### config.mk
export PLATFORM = sky130hd
export DESIGN_NAME = load_store_unit
export DESIGN_NICKNAME = d
export VERILOG_FILES = /design/src/rtl/lsu_pkg.sv /design/src/rtl/lsu_lane_align.sv /design/src/rtl/load_store_unit.sv
export SDC_FILE = /design/constraint.sdc
export NUM_CORES = 1
export LEC_CHECK = 0
export BUFFER_PORTS_ARGS = -buffer_cell sky130_fd_sc_hd__buf_2
export CORE_MARGIN = 2
export CORE_UTILIZATION = 25
export DETAILED_ROUTE_END_ITERATION = 10
export MAX_ROUTING_LAYER = met4
export PLACE_DENSITY = 0.48
export SLEW_MARGIN = 20
export SYNTH_ARGS = -nofsm -noshare
export SYNTH_HDL_FRONTEND = slang
export SYNTH_SLANG_ARGS = --single-unit
### constraint.sdc
create_clock -name clk -period 3.3 [get_ports clk]
set_clock_uncertainty 0.2 [all_clocks]
set_input_delay 0.165 -clock clk [delete_from_list [all_inputs] [get_ports clk]]
set_output_delay 0.165 -clock clk [all_outputs]
set_load 0.02 [all_outputs]
### src/rtl/lsu_pkg.sv
// Shared types for the load/store unit.
// Op codes, FSM states and big-endian lane helpers.
package lsu_pkg;

    typedef enum logic [2:0] {
        OP_LW  = 3'd0,
        OP_LH  = 3'd1,
        OP_LHU = 3'd2,
        OP_LB  = 3'd3,
        OP_LBU = 3'd4,
        OP_SW  = 3'd5,
        OP_SH  = 3'd6,
        OP_SB  = 3'd7
    } op_e;

    typedef enum logic [1:0] {
        S_IDLE  = 2'd0,
        S_RD    = 2'd1,
        S_RDATA = 2'd2,
        S_WR    = 2'd3
    } state_e;

    // Byte offset 0 lives in the top lane (bits [31:24]).
    function automatic logic [1:0] BYTE_LANE_BIG(
        input logic [1:0] off
    );
        return 2'd3 - off;
    endfunction

    function automatic logic op_is_store(input op_e op);
        return (op == OP_SW) || (op == OP_SH) ||
               (op == OP_SB);
    endfunction

endpackage

### src/rtl/lsu_lane_align.sv
// Lane extraction, extension and store merge.
// Purely combinational, big-endian byte order.
module lsu_lane_align
    import lsu_pkg::*;
(
    input  op_e         i_op,
    input  logic [1:0]  i_off,
    input  logic [31:0] i_word,
    input  logic [31:0] i_wdata,
    output logic [31:0] o_load,
    output logic [31:0] o_merged,
    output logic        o_misalign
);

    logic [4:0]  w_bpos;
    logic [4:0]  w_hpos;
    logic [7:0]  w_byte;
    logic [15:0] w_half;

    // A halfword's low byte sits at off|1.
    assign w_bpos = {BYTE_LANE_BIG(i_off), 3'b000};
    assign w_hpos = {BYTE_LANE_BIG({i_off[1], 1'b1}), 3'b000};
    assign w_byte = 8'(i_word >> w_bpos);
    assign w_half = 16'(i_word >> w_hpos);

    // Extend the selected lane for loads.
    always_comb begin
        o_load = '0;
        case (i_op)
            OP_LW:   o_load = i_word;
            OP_LH:   o_load = {{16{w_half[15]}}, w_half};
            OP_LHU:  o_load = {16'b0, w_half};
            OP_LB:   o_load = {{24{w_byte[7]}}, w_byte};
            OP_LBU:  o_load = {24'b0, w_byte};
            default: o_load = '0;
        endcase
    end

    // Replace the addressed lane of the old word.
    always_comb begin
        o_merged = i_word;
        case (i_op)
            OP_SW: o_merged = i_wdata;
            OP_SH: o_merged =
                (i_word & ~(32'h0000_FFFF << w_hpos)) |
                ({16'b0, i_wdata[15:0]} << w_hpos);
            OP_SB: o_merged =
                (i_word & ~(32'h0000_00FF << w_bpos)) |
                ({24'b0, i_wdata[7:0]} << w_bpos);
            default: o_merged = i_word;
        endcase
    end

    // Words need 4-byte, halfwords 2-byte alignment.
    always_comb begin
        o_misalign = 1'b0;
        case (i_op)
            OP_LW, OP_SW:
                o_misalign = (i_off != 2'b00);
            OP_LH, OP_LHU, OP_SH:
                o_misalign = i_off[0];
            default:
                o_misalign = 1'b0;
        endcase
    end

endmodule

### src/rtl/load_store_unit.sv
// Load/store sequencer in front of a word-wide
// single-port memory with registered read.
module load_store_unit
    import lsu_pkg::*;
#(
    parameter int addresswidth = 32,
    parameter int width        = 32
) (
    input  logic                    clk,
    input  logic                    reset,
    input  logic                    req_valid,
    output logic                    req_ready,
    input  logic [2:0]              req_op,
    input  logic [addresswidth-1:0] req_addr,
    input  logic [width-1:0]        req_wdata,
    output logic                    resp_valid,
    output logic [width-1:0]        resp_rdata,
    output logic                    resp_err,
    output logic [addresswidth-1:0] mem_address,
    output logic                    mem_read_en,
    output logic                    mem_write_en,
    output logic [width-1:0]        mem_data_in,
    input  logic [width-1:0]        mem_data_out
);

    state_e                  r_state;
    state_e                  w_next;
    op_e                     r_op;
    logic [addresswidth-1:0] r_addr;
    logic [width-1:0]        r_wword;
    logic [width-1:0]        r_rdata;
    logic                    r_resp_valid;
    logic                    r_resp_err;

    op_e                     w_op;
    logic [1:0]              w_off;
    logic [width-1:0]        w_load;
    logic [width-1:0]        w_merged;
    logic                    w_misalign;
    logic                    w_accept;

    // In IDLE the checker sees the live request,
    // otherwise the latched one.
    assign w_op  = (r_state == S_IDLE) ?
                   op_e'(req_op) : r_op;
    assign w_off = (r_state == S_IDLE) ?
                   req_addr[1:0] : r_addr[1:0];

    assign w_accept = req_valid && req_ready;

    lsu_lane_align u_align (
        .i_op       (w_op),
        .i_off      (w_off),
        .i_word     (mem_data_out),
        .i_wdata    (r_wword),
        .o_load     (w_load),
        .o_merged   (w_merged),
        .o_misalign (w_misalign)
    );

    // State register.
    always_ff @(posedge clk) begin
        if (reset) begin
            r_state <= S_IDLE;
        end else begin
            r_state <= w_next;
        end
    end

    // Next state and memory strobes.
    always_comb begin
        w_next       = r_state;
        req_ready    = 1'b0;
        mem_read_en  = 1'b0;
        mem_write_en = 1'b0;
        unique case (r_state)
            S_IDLE: begin
                req_ready = 1'b1;
                if (req_valid && !w_misalign) begin
                    w_next = (w_op == OP_SW) ?
                             S_WR : S_RD;
                end
            end
            S_RD: begin
                mem_read_en = 1'b1;
                w_next      = S_RDATA;
            end
            S_RDATA: begin
                w_next = op_is_store(r_op) ?
                         S_WR : S_IDLE;
            end
            S_WR: begin
                mem_write_en = 1'b1;
                w_next       = S_IDLE;
            end
            default: w_next = S_IDLE;
        endcase
    end

    // Request latch, merge buffer and response.
    always_ff @(posedge clk) begin
        if (reset) begin
            r_op         <= OP_LW;
            r_addr       <= '0;
            r_wword      <= '0;
            r_rdata      <= '0;
            r_resp_valid <= 1'b0;
            r_resp_err   <= 1'b0;
        end else begin
            r_resp_valid <= 1'b0;
            r_resp_err   <= 1'b0;
            case (r_state)
                S_IDLE: begin
                    if (w_accept) begin
                        r_op    <= op_e'(req_op);
                        r_addr  <= req_addr;
                        r_wword <= req_wdata;
                        if (w_misalign) begin
                            r_resp_valid <= 1'b1;
                            r_resp_err   <= 1'b1;
                            r_rdata      <= '0;
                        end
                    end
                end
                S_RDATA: begin
                    if (op_is_store(r_op)) begin
                        r_wword <= w_merged;
                    end else begin
                        r_resp_valid <= 1'b1;
                        r_rdata      <= w_load;
                    end
                end
                S_WR: begin
                    r_resp_valid <= 1'b1;
                    r_rdata      <= '0;
                end
                default: ;
            endcase
        end
    end

    assign resp_valid  = r_resp_valid;
    assign resp_rdata  = r_rdata;
    assign resp_err    = r_resp_err;
    assign mem_data_in = r_wword;
    assign mem_address =
        {2'b00, r_addr[addresswidth-1:2]};

endmodule

==> metrics.txt, run 1 <==
status=finished clean; mean post-synth cell area=7.87 µm²; CP cell instances=buf_4 > or3b_1 > and2_1 > o31ai_2 > buf_4 > o22ai_1 > dlygate4sd3_1 > a211oi_1; GPL Wtd Cong=0.843; initial antenna violation count=1; largest net degree at the start of global routing=73; Layout Nets=1013; Hold WS=0.0133 ns; Primary FF master, synth=dfxtp_1; Async SR Flop Fraction=0; first-pass GRT wire length=31.5 mm; CTS H-tree depth=3; post-place setup slack=0.444 ns; R2R Path Start=r_state[0]; Starting Density=0.256; Layout area overhead=38.7%; VDD IR max=0.000305 V; clock latency on the worst-skew pair=0.36 ns; max cap viols=0; end point of the critical path=mem_data_in[4]; Total Die Area=23000 µm²; slew at the pin closest to its max-slew limit=0.995 ns; layout cells sized above 1=0.278; Post-synth EDFFs=0; vias per cell=4.92; pwr/cell area=673 nW/µm²; Setup TNS=0 ns; DRT Pass-1 Iters=4; CTS tree=built; RSZ-0062 raised after global routing=false; Max stage delay on crit path=0.56 ns; Crit. Startpoint=r_state[0]; YS warnings=0; fin crit share=0.871; achievable clock frequency=348 MHz; Setup CP Type=reg -> reg; Worst-path clk slew=0.08 ns; CP max FO=21; Total Routing Usage GR=0.184; IO buf count=200; #FFs+latches synth=103; post-route setup slack=0.427 ns; count of final setup violators=0; final WL=20.9 mm; Max Buffers Root-to-Sink=2; post-synthesis cell type count=59; buffers and inverters on the worst path=3; WL/cell=17.5 µm; max_slew headroom=0.335; most frequent cell on the critical path=buf_4; CP required=3.37 ns; cell area after synthesis=5440 µm²; CP Launch Type=register; boundary pin count=203; CTS buffer count=9; Critical Path End Type=register; Largest delay share family, worst path=buffers and inverters; HPWL Detailed=15.2 mm; R2R cell count=8; chip width=152 µm; via count=5860; hold crit path type=in -> reg; commonest non-fill, non-tap cell in the layout=buf_2; Fill cells=2284; # clock sinks=103; most frequent cells in the layout=buf_2, nand2_1, dfxtp_1; core area=21200 µm²; row cnt=53; Pleak=3.51 nW; CTS root buf=clkbuf_16; number of global-route vias before repair=5415; DRC Markers=0; Final Hold Vio Count=0; die height=152 µm; final global-route overflow total=0; Gate Count Post-Synth=691; Crit path arrival time=2.94 ns; Slowest-stage cell, CP=dlygate4sd3_1; critical path depth in cells=8; FF-to-FF End=mem_data_in[4]; ANT nets after route=0; initial DRC count=386; R2R Setup Slk=0.43 ns; post-layout min period=2.87 ns; Seq/Total Area, Yosys=0.379; Pins Over Slew Limit=0
power by group:
group	internal (mW)	leakage, nW	total, mW	switching [mW]
Sequential	1.45	0.843	1.60	0.148
Clock	0.546	0.151	1.11	0.566
Combinational	0.840	2.52	2.36	1.52
Total	2.84	3.51	5.08	2.24
worst min path at each step:
stage | start | to | cells after the start
after floorplan | req_addr[10] | r_addr[10] | 2
after global placement | req_addr[3] | r_addr[3] | 3
after detailed placement | req_addr[5] | r_addr[5] | 3
after CTS | mem_data_out[16] | resp_rdata[16] | 4
after global routing | req_wdata[3] | mem_data_in[3] | 3
final | req_wdata[20] | mem_data_in[20] | 4
state kept, by name, indices dropped and copies added (netlist names):
signal       cells
resp_rdata      32
resp_err         1
r_op             3
r_state          2
resp_valid       1
mem_data_in     32
r_addr          32
timing repair:
item | 4_1_cts | 5_1_grt
buffers inserted | 0 | 0
hold buffers | 78 | 0
hold endpoints to repair | 80 | 0
resized for setup | 0 | 0
cell families (layout without fill, tap and decap cells):
logic type / after synthesis / after routing / synth area share
buffers and inverters: 103 / 327 / 0.103
xor gates and xnor gates: 2 / 2 / 0.00322
AOI/OAI and AO/OA: 189 / 189 / 0.244
muxes: 21 / 21 / 0.0391
other: 1 / 3 / 0.000689
and+or+nand+nor: 272 / 272 / 0.231
DFF: 103 / 103 / 0.379
layer usage:
metal	wire length [µm]	part of all wire	GRT usage	up-vias
li1	-	-	-	2878
met1	9790	0.47	0.249	2752
met2	9420	0.45	0.277	194
met3	1120	0.054	0.0359	36
met4	575	0.028	0.0565	0
met5	0	0	-	-
per-stage QoR:
step	utilization	cells	power, mW	area, µm²
after detailed placement	0.304	1097	3.91	6450
after global routing	0.356	1192	5.42	7540
after floorplan	-	692	3.26	5450
after global placement	0.304	1097	3.91	6450
final	0.356	1192	5.08	7540
after CTS	0.355	1191	5.14	7540
synth_stat cells (5+ instances only):
library cell	n	share of area
mux2i_1	19	0.035
nand3_1	5	0.0046
clkbuf_1	46	0.032
buf_2	6	0.0055
and3_1	14	0.016
a211o_1	8	0.013
o31ai_1	7	0.0097
o22ai_1	17	0.020
a22o_1	33	0.053
inv_1	12	0.0083
a221oi_1	15	0.024
or3_1	6	0.0069
nor3_1	18	0.017
nand2_1	141	0.097
a21oi_1	57	0.052
a211oi_1	9	0.012
o21ai_0	11	0.010
buf_6	5	0.010
dfxtp_1	103	0.38
a31oi_1	5	0.0057
nor4_1	17	0.020
nand2b_1	12	0.014
buf_4	32	0.044
nor2_1	40	0.028
worst reg2reg max path, cell delays in order (launching register included):
cell	delay, ns
dfxtp_1	0.31
buf_4	0.20
or3b_1	0.47
and2_1	0.26
o31ai_2	0.26
buf_4	0.20
o22ai_1	0.09
dlygate4sd3_1	0.56
a211oi_1	0.24
cell type report:
| cell class | instances | area [µm²] | share of cell area |
|---|---|---|---|
| sequential | 103 | 2060 | 0.273 |
| timing repair buffer | 298 | 1930 | 0.256 |
| clock inverter | 7 | 83.8 | 0.0111 |
| inverter | 13 | 51.3 | 0.00680 |
| tap | 275 | 344 | 0.0456 |
| multi-input combinational | 486 | 2840 | 0.377 |
| clock buffer | 9 | 225 | 0.0299 |
| antenna | 1 | 2.50 | 0.000332 |
Note: power is estimated with default switching activity, not from simulation.
==> run 2, diff against run 1 <==
Settings changed: CELL_PAD_IN_SITES_DETAIL_PLACEMENT from default to 1, CELL_PAD_IN_SITES_GLOBAL_PLACEMENT from default to 1, PLACE_DENSITY 0.48 to 0.62.
==> run 2 against run 1 <==
Clock power about the same. Critical path type unchanged. Highest routed layer unchanged. Die area unchanged. Final area decreased by 1.6%. Largest power group unchanged. Register-to-register slack got worse by 0.08 ns. First-iteration DRC count decreased by 6.5%. Total power increased by 1.2%. Maximum frequency decreased by 2.6%. Flip-flop and latch count unchanged. Sequential share of layout area increased by 0.45 points. Clock-buffer cell count unchanged.
==> metrics.txt, run 2 (same netlist as run 1, synthesis figures left out) <==
post-place setup slack=0.476 ns (was 0.444 ns); commonest non-fill, non-tap cell in the layout=buf_2 (unchanged); first-pass GRT wire length=33.9 mm (was 31.5 mm); slew at the pin closest to its max-slew limit=0.706 ns (was 0.995 ns); DRT Pass-1 Iters=5 (was 4); buffers and inverters on the worst path=3 (unchanged); worst hold path stage count=4 (unchanged); Pins Over Slew Limit=0 (unchanged); HPWL Detailed=16.1 mm (was 15.2 mm); max cap viols=0 (unchanged); count of final setup violators=0 (unchanged); RSZ-0062 raised after global routing=false (unchanged); hold crit path type=in -> reg (unchanged); register area=2060 µm² (unchanged); GPL Wtd Cong=0.917 (was 0.843); Total Die Area=23000 µm² (unchanged); Fill cells=2601 (was 2284); CP required=3.39 ns (was 3.37 ns); status=finished clean (unchanged); post-layout util=0.350 (was 0.356); PostCTS Resize Cnt=0 (unchanged); Starting Density=0.256 (unchanged); CP max FO=21 (unchanged); Layout Nets=1001 (was 1013); CP Launch Type=register (unchanged); Total Routing Usage GR=0.201 (was 0.184); CTS buffer count=9 (unchanged); CP cell instances=buf_4 > or3b_1 > and2_1 > o31ai_2 > buf_4 > o22ai_1 > dlygate4sd3_1 > a211oi_1 (unchanged); vias per cell=4.93 (was 4.92); max_slew headroom=0.528 (was 0.335); row cnt=53 (unchanged); # clock sinks=103 (unchanged); VDD IR max=0.000209 V (was 0.000305 V); most frequent cells in the layout=buf_2, nand2_1, dfxtp_1 (unchanged); final global-route overflow total=0 (unchanged); layout cells sized above 1=0.282 (was 0.278); Setup CP Type=reg -> reg (unchanged); initial DRC count=361 (was 386); post-route setup slack=0.350 ns (was 0.427 ns); critical path depth in cells=8 (unchanged); Non-Filler Instances=1179 (was 1192); pwr/cell area=692 nW/µm² (was 673 nW/µm²); Max Buffers Root-to-Sink=2 (unchanged); Hold WS=0.00385 ns (was 0.0133 ns); achievable clock frequency=339 MHz (was 348 MHz); chip width=152 µm (unchanged); CTS H-tree depth=3 (unchanged); initial antenna violation count=0 (was 1); ANT nets after route=0 (unchanged); # diodes=0 (was 1); DRC Markers=0 (unchanged); Placed Cells=1097 (unchanged); Setup TNS=0 ns (unchanged); clock latency on the worst-skew pair=0.38 ns (was 0.36 ns); Crit path arrival time=3.04 ns (was 2.94 ns); CTS tree=built (unchanged); Largest delay share family, worst path=buffers and inverters (unchanged); Worst-path clk slew=0.09 ns (was 0.08 ns); final WL=22.6 mm (was 20.9 mm); boundary pin count=203 (unchanged); Final Instance Area=7420 µm² (was 7540 µm²); core area=21200 µm² (unchanged); Critical Path End Type=register (unchanged); CTS root buf=clkbuf_16 (unchanged); Final Hold Vio Count=0 (unchanged); largest net degree at the start of global routing=45 (was 73); fin crit share=0.894 (was 0.871); number of global-route vias before repair=5762 (was 5415); most frequent cell on the critical path=buf_4 (unchanged); R2R Setup Slk=0.35 ns (was 0.43 ns); die height=152 µm (unchanged); R2R cell count=8 (unchanged); Max stage delay on crit path=0.58 ns (was 0.56 ns); WL/cell=19.2 µm (was 17.5 µm); Layout area overhead=36.4% (was 38.7%); via count=5814 (was 5860); Pleak=3.46 nW (was 3.51 nW); placed cell areas=6450 µm² (unchanged); Slowest-stage cell, CP=dlygate4sd3_1 (unchanged); multi-input logic area=2840 µm² (unchanged); IO buf count=200 (unchanged); post-layout min period=2.95 ns (was 2.87 ns); total power=5.14 mW (was 5.08 mW)
-- run 2: cell count changes in the layout (fill, tap and decap cells not counted), sizes merged --
cell	previous run	this run
inv	17	18
diode	1	0
clkinv	3	2
dlygate4sd3	78	66
-- run 2: per-layer routing --
metal  vias to the layer above  part of all wire  routed length [µm]  track usage
met5                         -                 0                   0            -
met3                        30             0.044                 999       0.0344
li1                       2844                 -                   -            -
met1                      2766              0.47               10500        0.271
met4                         0             0.022                 489       0.0565
met2                       174              0.47               10600        0.312
-- run 2: power breakdown --
group,total (mW),switching [mW],internal (mW)
Sequential,1.62,0.170,1.45
Clock,1.13,0.584,0.548
Combinational,2.38,1.56,0.827
Total,5.14,2.31,2.83
-- run 2: worst reg2reg max path, delay by kind of cell, from the launching register on --
family                 cells  cell delay, ns
AOI/OAI and AO/OA          3            0.60
and+or+nand+nor            2            0.76
buffers and inverters      3            0.99
DFF                        1            0.32
-- run 2: final timing paths --
kind                 startpoint               to
hold reg to reg      r_addr[10]       r_addr[10]
setup / recovery     r_state[0]   mem_data_in[5]
hold / removal    req_wdata[19]  mem_data_in[19]
setup reg to reg     r_state[0]   mem_data_in[5]
-- run 2: repair_timing --
item                      CTS  global route
hold endpoints to repair   67             0
hold buffers               66             0
buffers inserted            0             0
-- run 2: cell type report --
type                       instances  share of cell area
tap                              275              0.0464
sequential                       103               0.278
timing repair buffer             286               0.244
inverter                          13             0.00691
multi-input combinational        486               0.383
clock inverter                     7              0.0113
clock buffer                       9              0.0303
